`src/rtl/multdiv_ctrl.sv`:
```
// Sequencer for the shared multi-cycle multiply/divide unit.
// Latches a mult/div op, starts the unit, stalls, then writes back.
module multdiv_ctrl #(
  parameter int          TIMEOUT  = 64,
  parameter logic [31:0] MULT_EXC = 32'd4,
  parameter logic [31:0] DIV_EXC  = 32'd5
) (
  input  logic        clock,
  input  logic        reset_n,
  input  logic        issue,
  input  logic        is_mult,
  input  logic [31:0] operand_a,
  input  logic [31:0] operand_b,
  input  logic [4:0]  rd_in,
  input  logic        flush,
  output logic        md_ctrl_mult,
  output logic        md_ctrl_div,
  output logic [31:0] md_a,
  output logic [31:0] md_b,
  input  logic        md_ready,
  input  logic        md_exception,
  input  logic [31:0] md_result,
  output logic        stall,
  output logic        busy,
  output logic        wb_valid,
  output logic [4:0]  wb_rd,
  output logic [31:0] wb_data,
  output logic        status_we
);

  localparam int CW = $clog2(TIMEOUT);
  localparam logic [CW-1:0] CNT_MAX = CW'(TIMEOUT - 1);
  localparam logic [4:0] EXC_RD = 5'd30;

  typedef enum logic [1:0] {
    IDLE,
    START,
    WAIT,
    DONE
  } state_t;

  state_t        state;
  logic [CW-1:0] cnt;
  logic          op_mult;
  logic [4:0]    rd_q;

  logic          fin_exc;
  logic [31:0]   exc_code;

  // Completion is an exception when the unit flags one or we time out
  always_comb begin
    fin_exc  = md_ready ? md_exception : 1'b1;
    exc_code = op_mult ? MULT_EXC : DIV_EXC;
  end

  // Accepting issue stalls combinationally so the op holds in execute
  always_comb begin
    stall = reset_n &
            (((state == IDLE) & issue & ~flush) |
             (state == START) |
             (state == WAIT));
    busy  = (state != IDLE);
  end

  // Sequencing FSM with registered start pulses and write-back
  always_ff @(posedge clock or negedge reset_n) begin
    if (!reset_n) begin
      state        <= IDLE;
      cnt          <= '0;
      op_mult      <= 1'b0;
      rd_q         <= '0;
      md_a         <= '0;
      md_b         <= '0;
      md_ctrl_mult <= 1'b0;
      md_ctrl_div  <= 1'b0;
      wb_valid     <= 1'b0;
      wb_rd        <= '0;
      wb_data      <= '0;
      status_we    <= 1'b0;
    end else begin
      md_ctrl_mult <= 1'b0;
      md_ctrl_div  <= 1'b0;
      wb_valid     <= 1'b0;
      wb_rd        <= '0;
      wb_data      <= '0;
      status_we    <= 1'b0;
      unique case (state)
        IDLE: begin
          if (issue && !flush) begin
            op_mult      <= is_mult;
            md_a         <= operand_a;
            md_b         <= operand_b;
            rd_q         <= rd_in;
            md_ctrl_mult <= is_mult;
            md_ctrl_div  <= ~is_mult;
            state        <= START;
          end
        end
        START: begin
          if (flush) begin
            state <= IDLE;
          end else begin
            cnt   <= '0;
            state <= WAIT;
          end
        end
        WAIT: begin
          if (flush) begin
            state <= IDLE;
          end else if (md_ready || (cnt == CNT_MAX)) begin
            wb_valid  <= fin_exc | (rd_q != 5'd0);
            wb_rd     <= fin_exc ? EXC_RD : rd_q;
            wb_data   <= fin_exc ? exc_code : md_result;
            status_we <= fin_exc;
            state     <= DONE;
          end else begin
            cnt <= cnt + 1'b1;
          end
        end
        DONE: begin
          state <= IDLE;
        end
        default: begin
          state <= IDLE;
        end
      endcase
    end
  end

endmodule

```
`config.mk`:
```
export PLATFORM = sky130hd
export DESIGN_NAME = multdiv_ctrl
export DESIGN_NICKNAME = d
export VERILOG_FILES = /design/src/rtl/multdiv_ctrl.sv
export SDC_FILE = /design/constraint.sdc
export NUM_CORES = 1
export LEC_CHECK = 0
export ABC_AREA = 1
export BUFFER_PORTS_ARGS = -buffer_cell sky130_fd_sc_hd__buf_2
export CORE_UTILIZATION = 42
export CTS_CLUSTER_DIAMETER = 200
export CTS_CLUSTER_SIZE = 20
export DETAILED_ROUTE_END_ITERATION = 6
export PLACE_DENSITY_LB_ADDON = 0.3
export SYNTH_ARGS = -nofsm -noshare
export SYNTH_HDL_FRONTEND = slang
export SYNTH_SLANG_ARGS = --single-unit
export TNS_END_PERCENT = 50
```
`constraint.sdc`:
```
create_clock -name clock -period 1.7 [get_ports clock]
set_clock_uncertainty 0.15 [all_clocks]
set_input_delay 0.34 -clock clock [delete_from_list [all_inputs] [get_ports clock]]
set_output_delay 0.34 -clock clock [all_outputs]
set_load 0.01 [all_outputs]
```
# After elaboration in Yosys (flattened, before gate mapping)
# Index checks and enable logic that the tools add are counted.
totals:
  ff_bits: 119
  inputBits: 108
  output_inout_bits: 107
  wordCells: 69
op_classes:
  n_addsub: 1
  eq_ne: 9
  n_mux: 29
  bitwise: 8
  reduce_logical: 10
op_table:
  columns: ["cell", "n"]
  rows:
  - ["$mux 32", 4]
  - ["$mux 5", 4]
  - ["$mux 6", 3]
  - ["$mux 1", 12]
  - ["$pmux 6 s2", 1]
  - ["$mux 2", 4]
  - ["$pmux 2 s4", 1]
  - ["$add 6x1->6 const B", 1]
  - ["$eq 6x6->1 const B", 1]
  - ["$ne 2x2->1 const B", 3]
  - ["$reduce_bool 5->1", 1]
  - ["$eq 2x2->1 const B", 2]
  - ["$reduce_and 2->1", 2]
  - ["$reduce_and 4->1", 1]
  - ["$reduce_bool 2->1", 2]
  - ["$and 1x1->1", 3]
  - ["$ne 3x2->1 const B", 1]
  - ["$or 1x1->1", 3]
  - ["$eq 2x1->1 const B", 1]
  - ["$logic_not 2->1", 1]
  - ["$ne 2x1->1 const B", 1]
  - ["$not 1->1", 2]
  - ["$logic_and 1x1->1", 1]
  - ["$logic_not 1->1", 1]
  - ["$logic_or 1x1->1", 1]

# Longest topological paths before layout
logic_depth:
  word_depth: 6
  depth_mapped: 8
  ltp_nobuf: 8

# Worst setup path after synthesis
# No wires, ideal clock.
synth_timing:
  path_kind: "flip-flop to flip-flop"
  start: "reg cnt[0]"
  end: "reg wb_valid"
  setup_time_ps: 131
  arrival_time_ps: 1151
  required_time_ps: 1419
  slack_ps: 268
  path_stages_with_launch: 8
  n_path_buf: 0
  synth_period_minus_slack_ps: 1432
  path_cell_list: "dfrtp_1 -> ha_1 -> nand3_1 -> inv_1 -> nand2_1 -> nand2_1 -> nand2_1 -> a21oi_1"
synth_between:
  elab_chain_cells: 5
synth_lines:
  columns: ["element", "line_no", "source"]
  rows:
  - ["start: declaration", "43", "logic [CW-1:0] cnt;"]
  - ["start signal: assignment", "117", "cnt <= cnt + 1'b1;"]
  - ["$eq 6x6->1", "110", "end else if (md_ready || (cnt == CNT_MAX)) begin"]
  - ["$logic_or 1x1->1", "110", null]
  - ["$mux 1", "110", null]
  - ["$mux 1", "108", "if (flush) begin"]
  - ["$mux 1", "87", "unique case (state)"]
  - ["end signal: assignment", "111", "wb_valid <= fin_exc | (rd_q != 5'd0);"]
  - ["end: declaration", "25", "output logic wb_valid,"]
# No other way between the ends.
# A chain may end at the register's enable or synchronous reset.

# Worst setup path after layout
layout_timing:
  start: "reg state[0]"
  end: "out busy"
layout_between:
  elab_chain_cells: 1
layout_lines:
  columns: ["element", "line_no", "source"]
  rows:
  - ["start: declaration", "42", "state_t state;"]
  - ["start signal: assignment", "68", "state <= IDLE;"]
  - ["start signal: assignment", "96", "state <= START;"]
  - ["start signal: assignment", "101", "state <= IDLE;"]
  - ["$reduce_bool 2->1", "62", "busy = (state != IDLE);"]
  - ["end: declaration", "24", "output logic busy,"]
# No other way between the ends.

==> run summary <==
Fin crit share: 108.9%
Hold Path Class: primary input to flip-flop
Clock slew at reported path FFs: 50 ps
Setup Crit Path Kind: flip-flop to output pin
Max transition margin: 58.63%
P&R area growth vs syn: 61.03%
Starting DRC count in detailed routing: 207
Root buffer cell: clkbuf_8
Clk_lat worst skew: 500 ps
Slowest cell on crit path: dfrtp_1
Final Hold Viols: 0
Flip-flop and latch count after synthesis: 119
Status: finished with violations
WHS: 39.59 ps
Initial antenna violation count: 1
Seq/Total Area, Yosys: 64.24%
Antenna viol nets, final: 0
Die ar.: 11460 µm²
Clock sinks: 119
Die Wd: 107.1 µm
GRT overflow: 0
Count leader, synth: dfrtp_1
Family with the most delay on the worst path: flip-flops
Net Count, Synth: 601
Global Route Usage Sum: 23.70%
Share of layout cells above drive strength 1: 32.16%
Synthesis warning total: 0
Critical Path RT: 1210 ps
Syn Inst Count: 492
Placer Congestion: 0.8012
VDD IR max: 0.001037 V
H-tree Lvls: 4
DR vias/cell: 4.551
Largest area contributor in the netlist: dfrtp_1
Critical Path Fanout Max: 3
Final setup viols: 2
Core box area: 10510 µm²
EDFF count, synth: 0
CTS buffer count: 17
Top Ports: 215
Distinct cell type count after synthesis: 24
Final core occ: 71.03%
Largest net degree at the start of global routing: 120
Pre-CTS setup slack: 113.6 ps
Worst EP arrival: 1360 ps
Ys flop type: dfrtp_1
Wire per inst: 13.54 µm
Critical path capture point type: output pin
Top cells by count, synth: dfrtp_1 (119), nand2_1 (118), inv_1 (81), o21ai_0 (61), nor2_1 (49)
Slew Limit Fails: 0
RSZ-0062 raised after global routing: true
First-pass GRT wire length: 20670 µm
Total number of vias: 4387
Crit path launch type: flip-flop
Final min period: 1852 ps
Starting Density: 44.11%
Top post-synthesis cells by area: dfrtp_1 (64%), nand2_1 (9.6%), o21ai_0 (6.6%), inv_1 (6.6%), nor2_1 (4.0%)
Post-Place Cell Area: 5811 µm²
Design Area, Final: 7465 µm²
Final WL: 13050 µm
PortBufs: 214
First-pass iteration count of the detailed router: 5
DR DRC count: 0
Met1 usage: 24.10%
Post-synth top area share: 64.24%
Worst stage delay on the critical path: 420 ps
Lkg Pwr: 4.185 nW
Grt peak-use layer: met2
CTS Buffer Depth: 2
Die H: 107.1 µm
CP Buf/Inv Count: 3
Row count: 37
Met2 Resource Use GR: 43.50%
Violated checks: setup timing
Power per cell area: 1420 nW/µm²
Critical path, cell by cell: nor2_4 > buf_4 > inv_1 > buf_2
Final #Nets: 923
Post-Syn Area: 4636 µm²
Async set-reset flop share out of synthesis: 100.0%
Vias in the first global route: 4459
F_max: 540.0 MHz
Slew @ Worst Pin: 620.6 ps
Max Cap Viol: 0
Syn avg cell area: 9.422 µm²
CTS tree: yes
Final worst slack: -151.7 ps
HPWL after detailed placement: 7692 µm
FILL cells: 766
M3 GR Usage: 7.112%
-- power breakdown --
part / internal, W / switching (W)
combinational: 0.00128 / 0.00166
sequential: 0.00370 / 0.000494
clock: 0.00218 / 0.00129
total: 0.00715 / 0.00345
-- layer usage --
layer	share of wire, %	wire [µm]	up-vias
met4	3.4	446	0
met3	6.9	905	37
met2	52	6729	202
met1	38	4967	2011
li1	-	-	2137
met5	0	0	-
-- path summary, 6_finish.rpt --
check,from,endpoint,slack [ps],depth (start not counted)
hold reg to reg,md_a[11],md_a[11],330,2
hold / removal,flush,state[0],40,4
min in group asynchronous,reset_n,op_mult,400,3
max in group asynchronous,reset_n,cnt[0],520,3
setup reg to reg,state[0],md_b[11],120,5
setup / recovery,state[0],busy,-150,4
-- layout make-up --
class	count	area, µm²	area share [%]
clock inverter	13	145.1	1.944
inverter	82	307.8	4.123
multi-input combinational	269	1215	16.28
tap	136	170.2	2.280
sequential	119	2980	39.93
clock buffer	19	441.7	5.917
timing repair buffer	325	2202	29.50
antenna	1	2.502	0.03352
-- state kept, by name, indices dropped and copies added (netlist names) --
signal / count
wb_valid: 1
md_b: 32
cnt: 6
wb_rd: 5
md_ctrl_div: 1
md_ctrl_mult: 1
md_a: 32
status_we: 1
rd_q: 5
op_mult: 1
state: 2
wb_data: 32
-- cells in the final DEF, fill, tap and decap left out --
master | Yosys | routed
bufinv_16 | 0 | 2
a21oi_1 | 10 | 10
nand2_4 | 0 | 1
nand2_1 | 118 | 117
ha_1 | 1 | 1
nand2_2 | 2 | 2
diode_2 | 0 | 1
nor3_1 | 1 | 1
inv_6 | 0 | 3
nand3_4 | 1 | 2
o21ai_0 | 61 | 60
buf_2 | 7 | 213
clkbuf_8 | 0 | 3
xnor2_1 | 1 | 1
dfrtp_2 | 0 | 2
nor4_1 | 1 | 1
inv_1 | 81 | 81
dlygate4sd3_1 | 0 | 103
buf_4 | 0 | 6
inv_2 | 1 | 1
o21ai_2 | 0 | 1
nor2_4 | 1 | 2
buf_12 | 0 | 3
nor2_1 | 49 | 49
o21ai_1 | 7 | 7
clkinv_4 | 0 | 3
clkbuf_16 | 0 | 16
dfrtp_1 | 119 | 117
clkinvlp_4 | 0 | 3
clkinv_2 | 0 | 2
o211a_1 | 1 | 1
nand3_1 | 10 | 10
xor2_1 | 2 | 2
or2_2 | 1 | 1
-- through the flow --
stage | std cells | power [W] | setup TNS [ps]
detailed placement | 826 | 0.006869 | 0
CTS | 963 | 0.01063 | -359.2
global placement | 826 | 0.006773 | 0
global route | 964 | 0.01127 | -426.5
finish | 964 | 0.01060 | -300.4
floorplan | 492 | 0.005631 | 0
-- cell families (layout without fill, tap and decap cells) --
kind of cell,after synthesis,count (layout),share of synthesized area [%]
AO/OA/AOI/OAI,79,79,8.637
other,0,1,0
buffers and inverters,104,439,10.07
XOR/XNOR,3,3,0.5669
AND/OR/NAND/NOR,186,186,16.22
flip-flops,119,119,64.24
adder cells (fa/ha/maj),1,1,0.2699
-- worst reg2reg max path: cells and delay by family (launching register included) --
| kind | cells | cell delay, ps |
|---|---|---|
| buffers and inverters | 2 | 550 |
| DFF | 1 | 410 |
| and+or+nand+nor | 2 | 130 |
| AOI/OAI and AO/OA | 1 | 200 |
-- timing repair --
item | 4_1_cts | 5_1_grt
resized for setup | 3 | 4
cloned | 0 | 0
endpoints found under the hold margin | 223 | 0
pin swaps | 1 | 0
setup endpoints to repair | 2 | 18
hold buffers | 103 | 0
setup buffers | 2 | 0
(Power assumes the default switching activity.)
